File: config.mk
export PLATFORM = sky130hd
export DESIGN_NAME = wb_stage_pipe
export DESIGN_NICKNAME = d
export VERILOG_FILES = /design/src/rtl/wb_stage_pipe.sv
export SDC_FILE = /design/constraint.sdc
export NUM_CORES = 1
export LEC_CHECK = 0
export ABC_AREA = 1
export CAP_MARGIN = 15
export CORE_MARGIN = 2
export CORE_UTILIZATION = 25
export DETAILED_ROUTE_END_ITERATION = 10
export HOLD_SLACK_MARGIN = 0.02
export PLACE_DENSITY_LB_ADDON = 0.15
export SYNTH_ARGS = -nofsm -noshare
export SYNTH_HDL_FRONTEND = slang
export SYNTH_SLANG_ARGS = --single-unit
File: constraint.sdc
create_clock -name clk -period 3.2 [get_ports clk]
set_input_delay 0.64 -clock clk [delete_from_list [all_inputs] [get_ports clk]]
set_output_delay 0.64 -clock clk [all_outputs]
set_load 0.01 [all_outputs]
File: src/rtl/wb_stage_pipe.sv
// MEM/WB register, result select, load extraction, retire counter.
// Optional byte/halfword extraction: define WB_LOAD_EXT_EN.
module wb_stage_pipe #(
   parameter int DATA_W = 32,
   parameter int REG_AW = 5,
   parameter int OFF_W  = $clog2(DATA_W/8)
) (
   input  logic              clk,
   input  logic              clrn,
   input  logic              mvalid,
   input  logic              mwreg,
   input  logic              mm2reg,
   input  logic [REG_AW-1:0] mrn,
   input  logic [DATA_W-1:0] malu,
   input  logic [DATA_W-1:0] mmo,
   input  logic [2:0]        mld_type,
   input  logic              wb_stall,
   input  logic              wb_flush,
   output logic              wwreg,
   output logic [REG_AW-1:0] wrn,
   output logic [DATA_W-1:0] wdi,
   output logic [31:0]       wretire
);

   logic              valid_q, valid_d;
   logic              wreg_q, wreg_d;
   logic              m2reg_q, m2reg_d;
   logic [REG_AW-1:0] rn_q, rn_d;
   logic [DATA_W-1:0] alu_q, alu_d;
   logic [DATA_W-1:0] mo_q, mo_d;
   logic [31:0]       retire_q, retire_d;
   logic [DATA_W-1:0] ext_mo;

`ifdef WB_LOAD_EXT_EN
   logic [2:0]        ld_type_q, ld_type_d;
   logic [OFF_W-1:0]  off_q, off_d;
   logic [OFF_W-1:0]  hidx;
   logic [DATA_W-1:0] sh_b, sh_h;
   logic [7:0]        byte_v;
   logic [15:0]       half_v;
`else
   logic unused_ext;
   assign unused_ext = ^{mld_type, malu[OFF_W-1:0]};
`endif

   always_comb begin
      valid_d  = valid_q;
      wreg_d   = wreg_q;
      m2reg_d  = m2reg_q;
      rn_d     = rn_q;
      alu_d    = alu_q;
      mo_d     = mo_q;
      retire_d = retire_q;
`ifdef WB_LOAD_EXT_EN
      ld_type_d = ld_type_q;
      off_d     = off_q;
`endif
      if (wb_flush) begin
         valid_d = 1'b0;
         wreg_d  = 1'b0;
         m2reg_d = 1'b0;
         rn_d    = '0;
         alu_d   = '0;
         mo_d    = '0;
`ifdef WB_LOAD_EXT_EN
         ld_type_d = '0;
         off_d     = '0;
`endif
      end else if (!wb_stall) begin
         valid_d = mvalid;
         wreg_d  = mwreg;
         m2reg_d = mm2reg;
         rn_d    = mrn;
         alu_d   = malu;
         mo_d    = mmo;
`ifdef WB_LOAD_EXT_EN
         ld_type_d = mld_type;
         off_d     = malu[OFF_W-1:0];
`endif
         if (mvalid) retire_d = retire_q + 32'd1;
      end
   end

   always_ff @(posedge clk or negedge clrn) begin
      if (!clrn) begin
         valid_q  <= 1'b0;
         wreg_q   <= 1'b0;
         m2reg_q  <= 1'b0;
         rn_q     <= '0;
         alu_q    <= '0;
         mo_q     <= '0;
         retire_q <= '0;
      end else begin
         valid_q  <= valid_d;
         wreg_q   <= wreg_d;
         m2reg_q  <= m2reg_d;
         rn_q     <= rn_d;
         alu_q    <= alu_d;
         mo_q     <= mo_d;
         retire_q <= retire_d;
      end
   end

`ifdef WB_LOAD_EXT_EN
   always_ff @(posedge clk or negedge clrn) begin
      if (!clrn) begin
         ld_type_q <= '0;
         off_q     <= '0;
      end else begin
         ld_type_q <= ld_type_d;
         off_q     <= off_d;
      end
   end

   // Little-endian lanes; halfword index drops off[0].
   always_comb begin
      hidx   = off_q >> 1;
      sh_b   = mo_q >> {off_q, 3'b000};
      sh_h   = mo_q >> {hidx, 4'b0000};
      byte_v = sh_b[7:0];
      half_v = sh_h[15:0];
      case (ld_type_q)
         3'b001:  ext_mo = {{(DATA_W-8){byte_v[7]}}, byte_v};
         3'b010:  ext_mo = {{(DATA_W-8){1'b0}}, byte_v};
         3'b011:  ext_mo = {{(DATA_W-16){half_v[15]}}, half_v};
         3'b100:  ext_mo = {{(DATA_W-16){1'b0}}, half_v};
         default: ext_mo = mo_q;
      endcase
   end
`else
   assign ext_mo = mo_q;
`endif

   assign wwreg   = valid_q & wreg_q & (rn_q != '0);
   assign wrn     = rn_q;
   assign wdi     = m2reg_q ? ext_mo : alu_q;
   assign wretire = retire_q;

endmodule

* After elaboration in Yosys (flattened, before gate mapping)
Index checks and enable logic that the tools add are counted. W data, S select, Z words.
Storage, ports and cells: bits in registers 104, input bits 79, output and inout bits 70, logic and storage cells 28
Cells by class: add/sub/neg operators 1, eq/ne operators 1, multiplexer cells 13, bitwise gates (word level) 4, reductions and logical operators 2
Operators by type and width (number):
- $mux W32 | 5
- $add A32 B1 Y32 const B | 1
- $mux W5 | 2
- $mux W1 | 6
- $reduce_bool A5 Y1 | 1
- $reduce_and A3 Y1 | 1
- $and A1 B1 Y1 | 2
- $ne A2 B1 Y1 const B | 1
- $not A1 Y1 | 2

* Depth between registers and ports, before layout
Gate-level depths: netlist (run 1).
depth after elaboration 2, gate-level depth with buffers 10, depth with buffers taken out 10

* Worst setup path before layout (run 1)
No wires, ideal clock.
path type register to output, start reg m2reg_q, end out wdi[0], arrival 1.035 ns, data required time 2.560 ns, path slack 1.525 ns, cell stages (with the launch flop) 5, buffers on the path 2, cells stage by stage dfrtp_1 -> clkbuf_1 -> clkbuf_1 -> nand2_1 -> o21ai_0
On the way: word-level cells in the longest chain between the ends 1
RTL lines:
- from (decl) | line 27 | logic m2reg_q, m2reg_d;
- from (signal assigned) | line 96 | m2reg_q <= m2reg_d;
- $mux W32 | line 136 | assign wdi = m2reg_q ? ext_mo : alu_q;
- to (decl) | line 21 | output logic [DATA_W-1:0] wdi,
Every way passes these cells.

* Worst setup path in the final report (run 1)
start reg m2reg_q, end out wdi[21]
The elaborated chain is that of the path after synthesis.

==> run_results.csv, run 1 <==
group,metric,value,unit
routing,routed.top_layer,"met4",
timing,maxSlewViolCount,0,
global_route,grt_max_degree,72,
synth,synth_top_family_by_area,"simple AND/OR/NAND/NOR gates",
timing,finalHoldViolCount,0,
synth,syn_inst,627,
synth,yosys.area.top_type,"dfrtp_1",
synth,synthSimpleGateAreaFrac,0.2943,
die,die_y,144.1,µm
synth,syn_nets,707,
outcome,status,"finished, final reports clean",
die,fp-row-count,51,
routing,drtAntennaViolNets,0,
clocking,cts_root_buffer,"clkbuf_16",
global_route,grtUsageTotal,0.1447,
synth,synthDistinctLibCells,22,
routing,drc,0,
synth,ys_ff_latch,104,
power_and_ir_drop,pwr_density_cell,448.6,mW/mm²
synth,yosysSeqAreaShare,0.5305,
critical_path,crit_buf_inv,2,
synth,synth_mux_area_frac,0,
synth,ys_async_sr_fraction,1.000,
global_route,grt_pass1_vias,4561,
layout,num_antenna_cells,0,
synth,synth_compound_area_frac,0.06835,
critical_path,worst-r2r-setup-slack,1550,ps
critical_path,r2r_start,"wretire[12]$_DFFE_PN0P_",
timing,setup_viol,0,
timing,tns,0,ps
routing,wl_met2,6.577,mm
die,io_pins,149,
placed_design,gp_congestion,0.7851,
synth,syn-cell-area,0.004906,mm²
routing,vias,4458,
timing,worst_slack,573.0,ps
layout,final_util,0.3608,
placed_design,dp_hpwl,10.12,mm
die,die_area,0.02076,mm²
job,drv_cap,0,
critical_path,cp-start-kind,"flop",
clocking,ctsHoldBuffers,0,
placed_design,io_buffers,145,
critical_path,path_cells,"buf_12, nand2_1, o21ai_0, clkdlybuf4s50_1",
placed_design,dpl.cell_count,1019,
timing,finalClockSkew,5.712,ps
critical_path,setup.worst_path.start,"m2reg_q$_DFFE_PN0P_",
timing,fin_crit_sh,0.8209,
synth,synth_most_common_cell,"nand2_1",
timing,fin_crit,2627,ps
synth,synth_edf_count,0,
routing,dr.pass1.iters,4,
synth,synth_area_leaders,"dfrtp_1, nand2_1, o21ai_0",
clocking,cts.repair.resized,0,
die,fp.coreArea,0.01933,mm²
critical_path,critPathArrivalTime,1990,ps
clocking,clkTransAtPathRegs,70,ps
critical_path,max_stage_delay,620,ps
routing,wl_met3,1.042,mm
synth,synth_top_area_frac,0.5305,
synth,syn_avg_cell_area,7.824,µm²
synth,synth_adder_area_share,0.002550,
critical_path,crit_type,"reg -> out",
synth,synth_common_cells,"nand2_1, dfrtp_1, inv_1, o21ai_0, nand3_1",
power_and_ir_drop,power.total,3.130,mW
clocking,cts_tree,"done",
routing,wl_met1,6.632,mm
die,start_util,0.2537,
clocking,cts_buffer_depth,2,
clocking,htreeDepth,3,
routing,drtIter0Drc,178,
critical_path,end_kind,"output port",
die,die_w,144.1,µm
power_and_ir_drop,peakVddDrop,0.2708,mV
timing,fmax,380.7,MHz
clocking,clock_latency,350,ps
timing,tightest_slew,947.3,ps
global_route,overflow,0,
synth,synth-xor-area-share,0.02678,
layout,final_cells,1034,
placed_design,postPlaceCellArea,0.006665,mm²
critical_path,slowest_stage,"dfrtp_2",
global_route,grt_first_pass_wirelength,23.35,mm
routing,wl_per_cell,13.98,µm
global_route,antenna_found_initial,1,
synth,yosysWarnings,0,
critical_path,crit_family,"buffers and inverters",
layout,drive_above_1_share,0.04291,
timing,rsz0062_at_grt,"no",
synth,synth_flop_cell,"dfrtp_1",
placed_design,dp_slack,761.1,ps
critical_path,cp.required,2560,ps
timing,holdWs,115.6,ps
layout,final_nets,845,
routing,routed_wl,14.46,mm
timing,slew_headroom,0.3685,
layout,syn_to_final_growth,42.21,%
clocking,post_cts_buffers,0,
power_and_ir_drop,leakage,3.135,nW
critical_path,critPathMaxFanout,42,
clocking,numClockSinks,104,
min_path,min_path_type,"in -> async",
routing,viasPerCell,4.311,
clocking,cts_buffers,9,
layout,final_area,0.006977,mm²
layout by cell type (no fill, tap or decap), types with 3 or more instances in the layout:
master and n:
nor2_1 36, xnor2_1 6, clkdlybuf4s50_1 143, dfrtp_1 103
clkbuf_16 9, nand3b_1 5, xor2_1 9, o21ai_0 67
buf_4 7, nand4_1 12, inv_1 72, nand2_1 214
clkinvlp_4 3, nand3_1 64
power by group:
part	internal [mW]	switching [mW]	total, mW
clock network	0.682	0.493	1.17
logic	0.251	0.234	0.486
registers	1.40	0.0731	1.47
cells by family after synthesis:
family,count (synthesis)
flip-flops,104
buffers and inverters,100
XOR/XNOR,15
adder cells (fa/ha/maj),1
AND/OR/NAND/NOR,340
AO/OA/AOI/OAI,67
metal layers:
metal | GRT usage | vias to the layer above
met4 | 0.04180 | 0
met2 | 0.2371 | 106
met5 | 0 | -
met1 | 0.1843 | 2096
met3 | 0.04503 | 15
li1 | - | 2241
flip-flops by register name, indices dropped and copies added (netlist names):
name / count
m2reg_q: 1
ext_mo: 32
wrn: 5
wreg_q: 1
wretire: 32
alu_q: 32
valid_q: 1
worst reg2reg max path, delay by kind of cell (launching register included):
family / cells / cell delay, ps
AND/OR/NAND/NOR: 7 / 1070
flip-flops: 1 / 460
final timing paths:
| check | depth (start not counted) | end |
|---|---|---|
| max | 4 | wdi[21] |
| min | 1 | alu_q[16]$_DFFE_PN0P_ |
| max reg2reg | 7 | wretire[27]$_DFFE_PN0P_ |
| min reg2reg | 2 | ext_mo[21]$_DFFE_PN0P_ |
| max in group asynchronous | 2 | wretire[24]$_DFFE_PN0P_ |
| min in group clk | 2 | ext_mo[21]$_DFFE_PN0P_ |
cell type report:
class	count	area, µm²
fillers	2029	12360
clock buffers	10	229.0
inverters	74	277.8
repair buffers	153	1529
clock inverters	5	82.58
well taps	265	331.6
multi-input cells	423	1923
flip-flops and latches	104	2604
No activity file was read; power rests on OpenSTA's default activity.
==> run 2: changes to the inputs <==
clock period = 2.39 ns   (was 3.2 ns; I/O delays follow)
==> run 2 against run 1 <==
Effect of this change:
- global-route usage is 0.22 points lower
- sequential power rose by 33%
- hold slack gained 44 ps
- combinational power increased by 35%
- core utilization barely moved
- largest cell class unchanged
- largest power group unchanged
==> run_results.csv, run 2 (synthesized netlist as in run 1, its figures left out) <==
group,metric,value,unit
outcome,status,"finished, final reports clean",
placed_design,gp_congestion,0.7534,
critical_path,crit_type,"reg -> out",
die,fp-row-count,51,
critical_path,critPathMaxFanout,42,
critical_path,crit_buf_inv,2,
layout,final_util,0.3604,
job,drv_cap,0,
clocking,ctsHoldBuffers,0,
critical_path,cp-start-kind,"flop",
critical_path,slowest_stage,"clkdlybuf4s50_1",
critical_path,path_cells,"buf_12, o21ai_0, clkdlybuf4s50_1",
layout,drive_above_1_share,0.04916,
die,fp.coreArea,0.01933,mm²
global_route,grtUsageTotal,0.1425,
timing,worst_slack,119.1,ps
critical_path,cp.required,1910,ps
clocking,cts_buffer_depth,2,
layout,final_area,0.006968,mm²
clocking,clkTransAtPathRegs,70,ps
routing,vias,4488,
timing,fin_crit_sh,0.9502,
timing,fin_crit,2271,ps
critical_path,crit_family,"buffers and inverters",
critical_path,end_kind,"output port",
routing,routed_wl,14.35,mm
layout,multiInputGateArea,0.001923,mm²
critical_path,max_stage_delay,580,ps
placed_design,dp_slack,310.9,ps
routing,drtAntennaViolNets,0,
timing,fmax,440.3,MHz
timing,setup_viol,0,
global_route,grt_first_pass_wirelength,23.07,mm
global_route,grt_pass1_vias,4586,
timing,tns,0,ps
clocking,cts_root_buffer,"clkbuf_16",
timing,finalHoldViolCount,0,
routing,dr.pass1.iters,5,
layout,final_nets,849,
global_route,antenna_found_initial,2,
routing,drtIter0Drc,146,
die,die_w,144.1,µm
clocking,clock_latency,350,ps
layout,regArea,0.002604,mm²
routing,drc,0,
layout,layout_commonest_cell,"nand2_1",
placed_design,postPlaceCellArea,0.006688,mm²
clocking,htreeDepth,3,
power_and_ir_drop,leakage,3.145,nW
layout,fillers,2051,
clocking,cts_buffers,9,
die,die_y,144.1,µm
timing,slew_headroom,0.5148,
die,io_pins,149,
layout,syn_to_final_growth,42.03,%
placed_design,io_buffers,145,
power_and_ir_drop,pwr_density_cell,576.4,mW/mm²
global_route,grt_max_degree,105,
power_and_ir_drop,peakVddDrop,0.3621,mV
critical_path,critPathArrivalTime,1790,ps
layout,final_cell_mix,"nand2_1, clkdlybuf4s50_1, dfrtp_1, inv_1, o21ai_0",
timing,maxSlewViolCount,0,
layout,num_antenna_cells,0,
global_route,overflow,0,
routing,wl_per_cell,13.83,µm
die,die_area,0.02076,mm²
die,start_util,0.2537,
routing,viasPerCell,4.324,
placed_design,dp_hpwl,10.03,mm
min_path,min_path_type,"in -> async",
timing,rsz0062_at_grt,"no",
timing,tightest_slew,727.9,ps
timing,finalClockSkew,4.625,ps
clocking,numClockSinks,104,
timing,holdWs,160.1,ps
clocking,cts_tree,"done",
-- run 2: changes by cell type in the layout (fill, tap and decap cells not counted), sizes merged --
cell      change
buf           +4
bufinv        -2
clkinv        +3
clkinvlp      -1
-- run 2: cell type report --
class	count	share of cell area
flip-flops and latches	104	0.3737
multi-input cells	423	0.2760
well taps	265	0.04758
clock buffers	10	0.03430
clock inverters	5	0.004848
repair buffers	157	0.2237
inverters	74	0.03986
-- run 2: final timing paths --
check	start	end	slack [ps]	depth (start not counted)
min	clrn	alu_q[13]$_DFFE_PN0P_	160	2
min in group clk	wb_stall	valid_q$_DFFE_PN0P_	510	3
max in group asynchronous	clrn	wretire[27]$_DFFE_PN0P_	1750	2
min reg2reg	ext_mo[11]$_DFFE_PN0P_	ext_mo[11]$_DFFE_PN0P_	510	2
max	m2reg_q$_DFFE_PN0P_	wdi[17]	120	3
max reg2reg	wretire[1]$_DFFE_PN0P_	wretire[14]$_DFFE_PN0P_	790	10
-- run 2: routing by layer --
metal	wire length, µm	track usage	share of wire	vias up
li1	-	-	-	2249
met1	6471	0.1747	0.45	2110
met2	6553	0.2378	0.46	111
met3	1084	0.04437	0.076	16
met4	234	0.04850	0.016	2
met5	10	0	0.00070	-
-- run 2: metrics by stage --
step,power (mW),std cells
6_report,4.016,1038
4_1_cts,4.105,1038
5_1_grt,4.248,1038
3_3_place_gp,2.656,1022
3_5_place_dp,2.660,1022
2_1_floorplan,2.223,627
-- run 2: power by group --
group	leakage, nW	total, mW	internal, mW	switching [mW]
sequential	1.38	1.96	1.87	0.0945
clock	0.130	1.40	0.728	0.670
combinational	1.63	0.654	0.340	0.315
-- run 2: worst reg2reg max path: stages, from the launching register on --
cell	delay, ps
dfrtp_1	440
ha_1	180
inv_1	60
nor2_1	130
inv_1	60
nor2_2	140
nand2_1	140
nor2_1	180
nand2_1	70
nand2_1	60
nand2_1	50
-- run 2: repair_timing --
item                                    in CTS  in global routing
hold endpoints to repair                     0                  0
resized for setup                            0                  0
setup buffers                                1                  0
endpoints found under the setup margin       2                  0
==> run 3: changes to the inputs <==
CORE_MARGIN = 1.5   (was 2)
REMOVE_ABC_BUFFERS = 1   (was not set)
==> run 3 against run 2 <==
Effect of this change:
- die area is 1.4% lower
- clock-buffer cell count is 1 lower
- via count is 0.71% higher
- highest routed layer is now met4
- critical path depth stayed put
- clock power is 14% higher
- core utilization is 0.30 points higher
- largest cell class unchanged
==> run_results.csv, run 3 (synthesized netlist as in run 1, its figures left out) <==
group,metric,value,unit
critical_path,cp-start-kind,"flop",
critical_path,critPathArrivalTime,1810,ps
timing,fin_crit,2283,ps
routing,dr.pass1.iters,5,
clocking,cts_buffers,9,
routing,drc,0,
timing,fmax,438.0,MHz
job,drv_cap,0,
global_route,grtUsageTotal,0.1391,
timing,finalClockSkew,6.921,ps
layout,final_cell_mix,"nand2_1, clkdlybuf4s50_1, dfrtp_1, inv_1, o21ai_0",
die,die_w,143.1,µm
layout,final_nets,848,
critical_path,setup.worst_path.start,"m2reg_q$_DFFE_PN0P_",
critical_path,crit_type,"reg -> out",
routing,drtAntennaViolNets,0,
power_and_ir_drop,power.total,4.209,mW
global_route,antenna_found_initial,0,
layout,layout_commonest_cell,"nand2_1",
placed_design,io_buffers,145,
die,start_util,0.2537,
clocking,cts_buffer_depth,2,
global_route,grt_pass1_vias,4422,
die,io_pins,149,
power_and_ir_drop,combPwrFrac,0.157,
critical_path,rr_worst_depth,10,
clocking,cts_root_buffer,"clkbuf_16",
layout,syn_to_final_growth,43.20,%
layout,regArea,0.002604,mm²
timing,fin_crit_sh,0.9554,
critical_path,crit_end,"wdi[6]",
critical_path,path_cells,"buf_4, o21ai_0, clkdlybuf4s50_1",
critical_path,path_depth,3,
timing,rsz0062_at_grt,"no",
power_and_ir_drop,leakage,3.173,nW
placed_design,gp_congestion,0.7832,
layout,fillers,2014,
clocking,cts_tree,"done",
die,fp.coreArea,0.01933,mm²
routing,routed_wl,14.08,mm
global_route,grt_first_pass_wirelength,22.08,mm
power_and_ir_drop,pwr_density_cell,599.2,mW/mm²
clocking,clkTransAtPathRegs,70,ps
critical_path,max_stage_delay,580,ps
clocking,clock_latency,350,ps
critical_path,cp.required,1910,ps
routing,wl_met1,6.418,mm
timing,holdWs,131.5,ps
power_and_ir_drop,p_clk_frac,0.379,
layout,multiInputGateArea,0.001928,mm²
critical_path,end_kind,"output port",
layout,num_antenna_cells,0,
outcome,status,"finished, final reports clean",
critical_path,critPathMaxFanout,19,
placed_design,dp_hpwl,9.859,mm
routing,routed.top_layer,"met4",
timing,slew_headroom,0.5098,
timing,finalHoldViolCount,0,
routing,wl_met2,6.574,mm
die,die_area,0.02047,mm²
critical_path,crit_buf_inv,2,
clocking,post_cts_buffers,0,
timing,setup_viol,0,
clocking,ctsHoldBuffers,0,
routing,drtIter0Drc,169,
global_route,overflow,0,
critical_path,r2r-end,"wretire[14]$_DFFE_PN0P_",
routing,wl_per_cell,13.56,µm
routing,viasPerCell,4.355,
clocking,numClockSinks,104,
critical_path,crit_family,"buffers and inverters",
critical_path,slowest_stage,"clkdlybuf4s50_1",
global_route,grt_max_degree,72,
timing,maxSlewViolCount,0,
critical_path,worst-r2r-setup-slack,850,ps
power_and_ir_drop,p_int,3.130,mW
power_and_ir_drop,switching_power,1.079,mW
layout,drive_above_1_share,0.05045,
timing,tightest_slew,735.3,ps
routing,vias,4520,
clocking,htreeDepth,3,
min_path,min_path_type,"in -> async",
die,fp-row-count,51,
die,die_y,143.1,µm
critical_path,r2r_start,"wretire[1]$_DFFE_PN0P_",
clocking,cts.repair.resized,1,
routing,wl_met3,950,µm
power_and_ir_drop,swShare,0.2563,
power_and_ir_drop,p_seq_frac,0.464,
power_and_ir_drop,peakVddDrop,0.3874,mV
-- run 3: changes by cell type in the layout (fill, tap and decap cells not counted), sizes merged --
cell / previous run / this run
clkbuf: 10 / 9
buf: 14 / 13
clkinvlp: 2 / 1
bufinv: 0 / 2
inv: 74 / 75
-- run 3: power by group through the flow --
stage               registers [mW]  clock network (mW)  logic [mW]
floorplan                     2.00                   0       0.204
global placement              1.98                   0       0.668
detailed placement            1.99                   0       0.673
CTS                           1.96                1.67       0.677
global route                  1.97                1.74       0.730
finish                        1.95                1.60       0.660
-- run 3: worst min-delay path by stage --
| stage | start | end | slack [ps] |
|---|---|---|---|
| after floorplan | clrn | alu_q[0]$_DFFE_PN0P_ | 180 |
| after global placement | wretire[31]$_DFFE_PN0P_ | wretire[31]$_DFFE_PN0P_ | 480 |
| after detailed placement | wretire[31]$_DFFE_PN0P_ | wretire[31]$_DFFE_PN0P_ | 490 |
| after CTS | clrn | ext_mo[30]$_DFFE_PN0P_ | 140 |
| after global routing | clrn | ext_mo[30]$_DFFE_PN0P_ | 160 |
| final | clrn | ext_mo[30]$_DFFE_PN0P_ | 130 |
-- run 3: metal layers --
metal | vias up | track usage
met3 | 10 | 0.03991
met1 | 2146 | 0.1778
li1 | 2245 | -
met2 | 119 | 0.2306
met5 | - | 0
met4 | 0 | 0.03473
-- run 3: area by class of cell --
class | instances | share of cell area
Clock buffer | 9 | 0.03206
Clock inverter | 7 | 0.01354
Tap cell | 265 | 0.04719
Multi-Input combinational cell | 423 | 0.2744
Timing Repair Buffer | 156 | 0.2226
Sequential cell | 104 | 0.3706
Inverter | 74 | 0.03954
-- run 3: through the flow --
stage	utilization	instance area, µm²	setup TNS [ps]	std cells	setup slack (ps)
final	0.3634	7025	0	1038	106.6
after global routing	0.3634	7025	0	1038	3.165
after CTS	0.3634	7025	0	1038	65.37
after detailed placement	0.3465	6700	0	1022	276.2
after global placement	0.3465	6700	0	1022	327.1
after floorplan	-	4803	-84.59	601	-21.68
